<file path="src/rtl/muldiv_pkg.sv">
// Shared opcodes, FSM states and decode helpers for the multiply/divide unit.
package muldiv_pkg;

  typedef enum logic [2:0] {
    OP_MULT  = 3'd0,
    OP_MULTU = 3'd1,
    OP_DIV   = 3'd2,
    OP_DIVU  = 3'd3,
    OP_MTHI  = 3'd4,
    OP_MTLO  = 3'd5
  } op_e;

  typedef enum logic [1:0] {
    ST_IDLE = 2'd0,
    ST_RUN  = 2'd1,
    ST_FIX  = 2'd2
  } state_e;

  function automatic logic is_div(input logic [2:0] op);
    return (op == OP_DIV) || (op == OP_DIVU);
  endfunction

  function automatic logic is_signed(input logic [2:0] op);
    return (op == OP_MULT) || (op == OP_DIV);
  endfunction

  // Ops 0..3 go through the iterative datapath.
  function automatic logic is_muldiv(input logic [2:0] op);
    return (op[2] == 1'b0);
  endfunction

endpackage

</file>
<file path="src/rtl/muldiv_twos_neg.sv">
// Combinational conditional two's-complement negate; zero latency, no flow control.
module twos_neg #(
  parameter int W = 32
) (
  input  logic         neg,
  input  logic [W-1:0] in_dat,
  output logic [W-1:0] out_dat
);

  assign out_dat = neg ? (~in_dat + W'(1)) : in_dat;

endmodule

</file>
<file path="src/rtl/muldiv_unit.sv">
// Iterative MULT/MULTU/DIV/DIVU with HI/LO; done lands N+2 cycles after accept.
// start is ignored while busy; flush aborts an in-flight op without touching HI/LO.
module muldiv_unit
  import muldiv_pkg::*;
#(
  parameter int WIDTH   = 32,
  parameter int MUL_BPC = 1
) (
  input  logic             clk,
  input  logic             rst,
  input  logic             start,
  input  logic [2:0]       op,
  input  logic [WIDTH-1:0] a,
  input  logic [WIDTH-1:0] b,
  input  logic             flush,
  output logic             busy,
  output logic             done,
  output logic             div_by_zero,
  output logic [WIDTH-1:0] hi,
  output logic [WIDTH-1:0] lo
);

  localparam int CW = $clog2(WIDTH) + 1;
  localparam int AW = 2 * WIDTH + 1;
  localparam int PW = WIDTH + MUL_BPC;
  localparam logic [CW-1:0] N_MUL = CW'(WIDTH / MUL_BPC);
  localparam logic [CW-1:0] N_DIV = CW'(WIDTH);

  state_e           state_q, state_d;
  logic [CW-1:0]    cnt_q, cnt_d;
  logic [AW-1:0]    acc_q, acc_d;
  logic [WIDTH-1:0] opd_q, opd_d;
  logic             div_q, div_d;
  logic             neg_lo_q, neg_lo_d;
  logic             neg_hi_q, neg_hi_d;
  logic [WIDTH-1:0] hi_q, hi_d;
  logic [WIDTH-1:0] lo_q, lo_d;
  logic             done_q, done_d;
  logic             dbz_q, dbz_d;

  logic [WIDTH-1:0]   a_mag, b_mag;
  logic [2*WIDTH-1:0] prod_fix;
  logic [WIDTH-1:0]   quo_fix, rem_fix;

  twos_neg #(.W(WIDTH)) u_neg_a (
    .neg(is_signed(op) & a[WIDTH-1]), .in_dat(a), .out_dat(a_mag));
  twos_neg #(.W(WIDTH)) u_neg_b (
    .neg(is_signed(op) & b[WIDTH-1]), .in_dat(b), .out_dat(b_mag));
  twos_neg #(.W(2*WIDTH)) u_neg_prod (
    .neg(neg_lo_q), .in_dat(acc_q[2*WIDTH-1:0]), .out_dat(prod_fix));
  twos_neg #(.W(WIDTH)) u_neg_quo (
    .neg(neg_lo_q), .in_dat(acc_q[WIDTH-1:0]), .out_dat(quo_fix));
  twos_neg #(.W(WIDTH)) u_neg_rem (
    .neg(neg_hi_q), .in_dat(acc_q[2*WIDTH-1:WIDTH]), .out_dat(rem_fix));

  // Multiply step: add multiplicand * low digit into the upper half, then shift right.
  logic [MUL_BPC-1:0] digit;
  logic [PW-1:0]      pp;
  logic [PW:0]        msum;
  logic [AW-1:0]      mul_next;
  // Divide step: restoring shift-subtract on {remainder(W+1), quotient(W)}.
  logic [AW-1:0]      sh;
  logic [WIDTH+1:0]   diff;
  logic [AW-1:0]      div_next;

  always_comb begin
    digit    = acc_q[MUL_BPC-1:0];
    pp       = PW'(opd_q) * PW'(digit);
    msum     = (PW+1)'(acc_q[AW-1:WIDTH]) + (PW+1)'(pp);
    mul_next = AW'({msum, acc_q[WIDTH-1:0]} >> MUL_BPC);
    sh       = {acc_q[AW-2:0], 1'b0};
    diff     = {1'b0, sh[AW-1:WIDTH]} - {2'b00, opd_q};
    div_next = diff[WIDTH+1] ? sh : {diff[WIDTH:0], sh[WIDTH-1:1], 1'b1};
  end

  always_comb begin
    state_d  = state_q;
    cnt_d    = cnt_q;
    acc_d    = acc_q;
    opd_d    = opd_q;
    div_d    = div_q;
    neg_lo_d = neg_lo_q;
    neg_hi_d = neg_hi_q;
    hi_d     = hi_q;
    lo_d     = lo_q;
    done_d   = 1'b0;
    dbz_d    = dbz_q;
    case (state_q)
      ST_IDLE: begin
        if (start && !flush) begin
          if (is_muldiv(op)) begin
            state_d  = ST_RUN;
            div_d    = is_div(op);
            cnt_d    = is_div(op) ? N_DIV : N_MUL;
            acc_d    = {{(WIDTH+1){1'b0}}, a_mag};
            opd_d    = b_mag;
            neg_lo_d = is_signed(op) & (a[WIDTH-1] ^ b[WIDTH-1]);
            neg_hi_d = is_signed(op) & a[WIDTH-1];
            dbz_d    = 1'b0;
          end else if (op == OP_MTHI) begin
            hi_d   = a;
            done_d = 1'b1;
            dbz_d  = 1'b0;
          end else if (op == OP_MTLO) begin
            lo_d   = a;
            done_d = 1'b1;
            dbz_d  = 1'b0;
          end
        end
      end
      ST_RUN: begin
        acc_d = div_q ? div_next : mul_next;
        cnt_d = cnt_q - CW'(1);
        if (flush) begin
          state_d = ST_IDLE;
        end else if (cnt_q == CW'(1)) begin
          state_d = ST_FIX;
        end
      end
      ST_FIX: begin
        state_d = ST_IDLE;
        if (!flush) begin
          done_d = 1'b1;
          if (!div_q) begin
            {hi_d, lo_d} = prod_fix;
          end else if (opd_q == '0) begin
            // Zero divisor leaves |a| as remainder; re-signing it restores raw a.
            hi_d  = rem_fix;
            lo_d  = '1;
            dbz_d = 1'b1;
          end else begin
            hi_d = rem_fix;
            lo_d = quo_fix;
          end
        end
      end
      default: state_d = ST_IDLE;
    endcase
  end

  always_ff @(posedge clk or negedge rst) begin
    if (!rst) begin
      state_q  <= ST_IDLE;
      cnt_q    <= '0;
      acc_q    <= '0;
      opd_q    <= '0;
      div_q    <= 1'b0;
      neg_lo_q <= 1'b0;
      neg_hi_q <= 1'b0;
      hi_q     <= '0;
      lo_q     <= '0;
      done_q   <= 1'b0;
      dbz_q    <= 1'b0;
    end else begin
      state_q  <= state_d;
      cnt_q    <= cnt_d;
      acc_q    <= acc_d;
      opd_q    <= opd_d;
      div_q    <= div_d;
      neg_lo_q <= neg_lo_d;
      neg_hi_q <= neg_hi_d;
      hi_q     <= hi_d;
      lo_q     <= lo_d;
      done_q   <= done_d;
      dbz_q    <= dbz_d;
    end
  end

  assign busy        = (state_q != ST_IDLE);
  assign done        = done_q;
  assign div_by_zero = dbz_q;
  assign hi          = hi_q;
  assign lo          = lo_q;

endmodule

</file>
<file path="config.mk">
export PLATFORM = sky130hd
export DESIGN_NAME = muldiv_unit
export DESIGN_NICKNAME = d
export VERILOG_FILES = /design/src/rtl/muldiv_pkg.sv /design/src/rtl/muldiv_twos_neg.sv /design/src/rtl/muldiv_unit.sv
export SDC_FILE = /design/constraint.sdc
export NUM_CORES = 1
export LEC_CHECK = 0
export ABC_AREA = 1
export CORE_MARGIN = 2
export CORE_UTILIZATION = 30
export DETAILED_ROUTE_END_ITERATION = 10
export GPL_TIMING_DRIVEN = 0
export HOLD_SLACK_MARGIN = 0.06
export MAX_ROUTING_LAYER = met4
export PLACE_DENSITY_LB_ADDON = 0.2
export SETUP_SLACK_MARGIN = 0.3
export SLEW_MARGIN = 5
export SYNTH_ARGS = -nofsm -noshare
export SYNTH_HDL_FRONTEND = slang
export SYNTH_SLANG_ARGS = --single-unit
</file>
<file path="constraint.sdc">
create_clock -name clk -period 3.15 [get_ports clk]
set_clock_uncertainty 0.05 [all_clocks]
set_input_delay 0.63 -clock clk [delete_from_list [all_inputs] [get_ports clk]]
set_output_delay 0.63 -clock clk [all_outputs]
set_load 0.1 [all_outputs]
</file>
# Word level (Yosys, flattened, before mapping)
# Cells that the tools add are included.
# totals
ff_bits	174
elab_cells	110
in_bits	71
# op_classes
n_addsub	8
bitwise_logic	10
n_mul	1
n_reduce_logical	16
mux	46
n_eq_ne	18
# ops
op	count
two-way mux 32 bit	16
two-way mux 65 bit	4
one-hot mux 65 bit (2 select lines)	1
adder 32 x 1 -> 32 bit (second input constant)	4
inverter 32 bit	4
one-hot mux 32 bit (2 select lines)	2
adder 64 x 1 -> 64 bit (second input constant)	1
two-way mux 64 bit	1
inverter 64 bit	1
adder 33 x 33 -> 34 bit	1
subtractor 33 x 32 -> 34 bit	1
multiplier 32 x 1 -> 33 bit	1
zero test 32 bit	1
inequality test 2 bit (second input constant)	9
two-way mux 1 bit	12
two-way mux 6 bit	2
one-hot mux 6 bit (2 select lines)	1
AND reduction 6 bit	2
AND reduction 3 bit	3
two-way mux 2 bit	4
== test 3 x 2 -> 1 bit (second input constant)	2
== test 3 bit (second input constant)	2
== test 6 x 1 -> 1 bit (second input constant)	1
nonzero test 2 bit	3
other kinds (16)	20

# Depth between registers and ports, before layout
# Gate-level depths: netlist of the first run.
# logic_depth
depth_word	7
depth_mapped	22
ltp_nobuf	20

# Hierarchy
# A second synthesis of the first run with hierarchy kept.
# hier_totals
hier_cells	3661
hier_area_um2	21061.4
# modules_own_cells
module	seq_area_each_um2	cells_per_inst	instances	area_each_um2
muldiv_unit	4354.2	2255	1	14161.1
twos_neg at u_neg_a ...	0.0	227	4	1108.6
twos_neg at u_neg_prod	0.0	498	1	2466.1

# Worst setup path after synthesis of the first run
# Ideal clock, no wire load.
# synth_timing
path_kind	flip-flop to flip-flop
start	register acc_q[0]
end	register acc_q[57]
slack_ps	628
required_time_ps	2983
path_stages_with_launch	22
arrival_time_ps	2356
n_path_buf	2
path_cell_list	dfrtp_1 > buf_2 > clkbuf_1 > nand2_1 > inv_1 > ha_1 > inv_1 > fa_1 > inv_1 > nand3_1 > nand2_1 > nand2_1 > nand2_1 > nand2_1 > nand2_1 > nand2_1 > nand3_1 > nand3_1 > nand2_1 > inv_1 > nand2_1 > nand2_1
# synth_via
elab_chain_cells	4
# synth_rtl
item	line_no	source
start, declared	muldiv_unit.sv:31	logic [AW-1:0] acc_q, acc_d;
start signal, assigned	muldiv_unit.sv:145	acc_q <= '0;
start signal, assigned	muldiv_unit.sv:157	acc_q <= acc_d;
multiplier 32 x 1 -> 33 bit	muldiv_unit.sv:68	pp = PW'(opd_q) * PW'(digit);
adder 33 x 33 -> 34 bit	muldiv_unit.sv:69	msum = (PW+1)'(acc_q[AW-1:WIDTH]) + (PW+1)'(pp);
two-way mux 65 bit	muldiv_unit.sv:112	acc_d = div_q ? div_next : mul_next;
one-hot mux 65 bit (2 select lines)	muldiv_unit.sv:88	case (state_q)
# Every way passes these cells.
# A chain may end at the register's enable or synchronous reset.

# Final worst setup path of the first run
# layout_timing
start	register state_q[1]
end	register lo_q[25], in the netlist lo[25]
# layout_via
elab_chain_cells	3
elab_cells_between_ends	10
# layout_rtl
item	line_no	source
start, declared	muldiv_unit.sv:29	state_e state_q, state_d;
start signal, assigned	muldiv_unit.sv:155	state_q <= state_d;
== test 2 bit or zero test 2 bit (tied branches)	muldiv_unit.sv:88	
inequality test 2 bit (no source line) or nonzero test 2 bit (tied branches)	-	
AND reduction 6 bit (no source line)	-	
end signal, assigned	muldiv_unit.sv:163	lo_q <= lo_d;
end, declared	muldiv_unit.sv:37	logic [WIDTH-1:0] lo_q, lo_d;
# Several ways; a longest one is shown, not always the timed one.

==> summary.md, run 1 <==
| Metric | Value |
|---|---|
| Synthesized cell area | about 18,000 µm² |
| Synth unique cells | 55 |
| Placed Cells | ~4,000 |
| Clock H-tree levels | 4 |
| Yosys reg bits | roughly 170 |
| Syn_nets | 3,246 |
| Syn avg cell area | between 5 and 6 µm² |
| Vias | approximately 21,000 |
| Total CTS buffers | 17 |
| DRC viols | 0 |
| RSZ-0062 raised after global routing | true |
| Pre-CTS setup slack | -200 ps |
| Row Count | 89 |
| Net count, final | between 3,000 and 4,000 |
| Setup WS post-layout | 325 ps |
| Share of post-route cells with drive strength above 1 | 0.0622 |
| Io pins | around 140 |
| # hold bufs at CTS | 0 |
| DRT iter0 DRCs | 2,114 |
| Number of setup violations in the final report | 0 |
| Buffers added on ports | 137 |
| Setup TNS | 0 ps |
| CTS root buf | clkbuf_16 |
| Area after DPL | roughly 20,000 µm² |
| Hold slack | ~65 ps |
| Critical setup path kind | flip-flop to flip-flop |
| Synth warn | 0 |
| Core area | slightly below 60,000 µm² |
| WL per Instance | roughly 22 µm |
| Non-filler cells in the finished layout | ~4,000 |
| Startpoint type of the worst setup path | flip-flop |
| Critical Path Sink Type | flip-flop |
| Worst VDD drop | 0.673 mV |
| Initial antenna violation count | 3 |
| Min Tclk post-route | around 2800 ps |
| Die area | between 60,000 and 70,000 µm² |
| Die width | 249 µm |
| GPL Wtd Cong | between 1 and 1.5 |
| Period utilisation layout | 0.897 |
| HPWL Detailed | 73,200 µm |
| GRT Overall Usage | 0.290 |
| Worst-path clk slew | 80 ps |
| Max-cap viol count | 0 |
| Clock Sinks | between 150 and 200 |
| Largest net degree at the start of global routing | 91 |
| Worst slew pin tran | between 1000 and 1500 ps |
| DRT Pass-1 Iters | 6 |
| Number of synthesized flops with an enable pin | 0 |
| Final core occ | 0.357 |
| GR Overflow Total | 0 |
| ANT nets after route | 0 |
| Area growth syn-to-layout | 17.2% |
| Clock tree buffer depth | 2 |
| Max-slew violations | 0 |
| Asr flop ratio synth | 1.00 |
| CP max FO | 10 |
| CTS tree | yes |
| Power per cell area | 984 nW/µm² |
| Vias in the first global route | between 15,000 and 20,000 |
| Design area | between 20,000 and 25,000 µm² |
| Vias per inst | 5.22 |
| Power Total | 20.7 mW |
| Seq/Total Area, Yosys | 0.242 |
| Critical path arrival | 3200 ps |
| F_max | approximately 0.35 GHz |
| Fin. Hold Viols | 0 |
| Post-Synthesis Cells | 3,103 |
| Initial core utilization | 0.304 |
| R2R cell count | 6 |
| Post-synth top flop | dfrtp_1 |
| Routed WL | just under 90,000 µm |
| Worst-skew pair later-pin latency | 500 ps |
| Status | completed |
| Hold Path Class | input pin to async pin |
| CP required | about 3500 ps |
| Worst slew margin | 0.184 |
| Die H | about 250 µm |
| First-pass GRT wire length | 128,000 µm |
| Leak | ~11 nW |
==> final cells by class <==
| cell class | count | area, µm² |
|---|---|---|
| flip-flops and latches | 174 | 4390 |
| well taps | 773 | 967 |
| plain buffers | 93 | 439 |
| multi-input cells | 2373 | 11500 |
| clock inverters | 13 | 105 |
| diodes | 3 | 7.51 |
| repair buffers | 143 | 1440 |
| inverters | 463 | 1740 |
| clock buffers | 19 | 453 |
| fillers | 6741 | 38000 |
==> registers in the layout (all words and copies together), names as in the netlist <==
register and count:
lo 32, acc_q 65, neg_hi_q 1, cnt_q 6
div_by_zero 1, done 1, state_q 2, neg_lo_q 1
div_q 1, opd_q 32, hi 32
==> worst paths after layout <==
check | from | slack, ps | to
worst max-delay path | state_q[1] | 320 | lo[25]
worst min-delay path | rst | 60 | acc_q[14]
worst max register to register | state_q[1] | 320 | lo[25]
worst min register to register | lo[2] | 430 | lo[2]
max in group asynchronous | rst | 2050 | acc_q[53]
min in group clk | lo[2] | 430 | lo[2]
==> layer usage <==
layer | global-route usage | share of wire | wire length, µm
met1 | 0.384 | 0.45 | 39600
met2 | 0.450 | 0.45 | 39900
met5 | - | 0 | 0
met3 | 0.0421 | 0.070 | 6230
met4 | 0.101 | 0.034 | 2980
==> cells by family after synthesis <==
logic type	share of synthesized area
AO/OA/AOI/OAI	0.153
XOR/XNOR	0.0175
adder cells (fa/ha/maj)	0.0509
buffers and inverters	0.120
flip-flops	0.242
AND/OR/NAND/NOR	0.417
==> worst max-delay path, cell delays in order (launching register included) <==
cell      delay, ps
dfrtp_1         420
inv_2            60
nor2_2          380
clkbuf_1        580
clkbuf_1        650
o21ai_0         380
a21oi_1         210
==> cell usage in the layout (no fill, tap or decap), types with 19 or more instances in the layout <==
cell	netlist	routed
nand3_1	305	305
or2_2	25	25
nor3_1	30	30
nand4_1	44	44
dfrtp_1	174	148
buf_2	22	21
inv_1	447	444
clkdlybuf4s50_1	0	134
nand2_1	955	949
o21ai_0	209	208
ha_1	70	66
xor2_1	25	25
a21oi_1	199	196
nor2_1	326	323
dfrtp_2	0	26
o21ai_1	19	19
clkbuf_1	60	53
==> power by group <==
| part | total, mW | internal (mW) | switching (mW) |
|---|---|---|---|
| Combinational | 14.1 | 3.93 | 10.2 |
| Clock | 2.15 | 1.06 | 1.09 |
| Sequential | 4.51 | 3.10 | 1.41 |
| Total | 20.7 | 8.09 | 12.7 |
==> timing repair <==
action / CTS / global route
setup endpoints to repair: 25 / 61
cloned: 0 / 0
endpoints found under the hold margin: 0 / 0
setup buffers: 0 / 5
pin swaps: 0 / 1
resized for setup: 16 / 52
==> synthesized netlist by cell type, types with 2 or more instances <==
cell	number	area share
nor2_4	6	0.0038
or2_0	2	0.00069
o21ai_2	2	0.00097
nor3_2	3	0.0017
a21o_1	4	0.0017
xor2_1	25	0.012
or2_2	25	0.0087
nor2_2	9	0.0031
a21oi_2	3	0.0015
and2_1	3	0.0010
o21bai_1	9	0.0038
a21boi_0	6	0.0025
buf_4	3	0.0013
o21ai_0	209	0.058
xnor2_1	11	0.0054
nor2_1	326	0.068
a211oi_1	2	0.00083
nand3_1	305	0.085
a21oi_1	199	0.055
dfrtp_1	174	0.24
fa_1	2	0.0022
a31oi_1	8	0.0028
nand2_1	955	0.20
a22oi_1	12	0.0050
buf_1	5	0.0010
buf_6	2	0.0013
clkbuf_1	60	0.013
o31ai_1	3	0.0013
nor3_1	30	0.0083
buf_2	22	0.0061
nand3b_1	18	0.0075
inv_1	447	0.093
a21boi_1	13	0.0054
o211ai_1	6	0.0025
nand4_1	44	0.015
o21ai_1	19	0.0053
a2bb2oi_1	7	0.0034
nor2_8	2	0.0022
nor4_1	10	0.0035
ha_1	70	0.049
inv_2	15	0.0031
nand3_2	8	0.0044
nand2_2	7	0.0024
No activity file was read; power rests on OpenSTA's default activity.
==> run 2, diff against run 1 <==
- CAP_MARGIN: not set -> 20
==> results of run 2 <==
No change in the layout: final DEF, timing and power equal those of run 1.
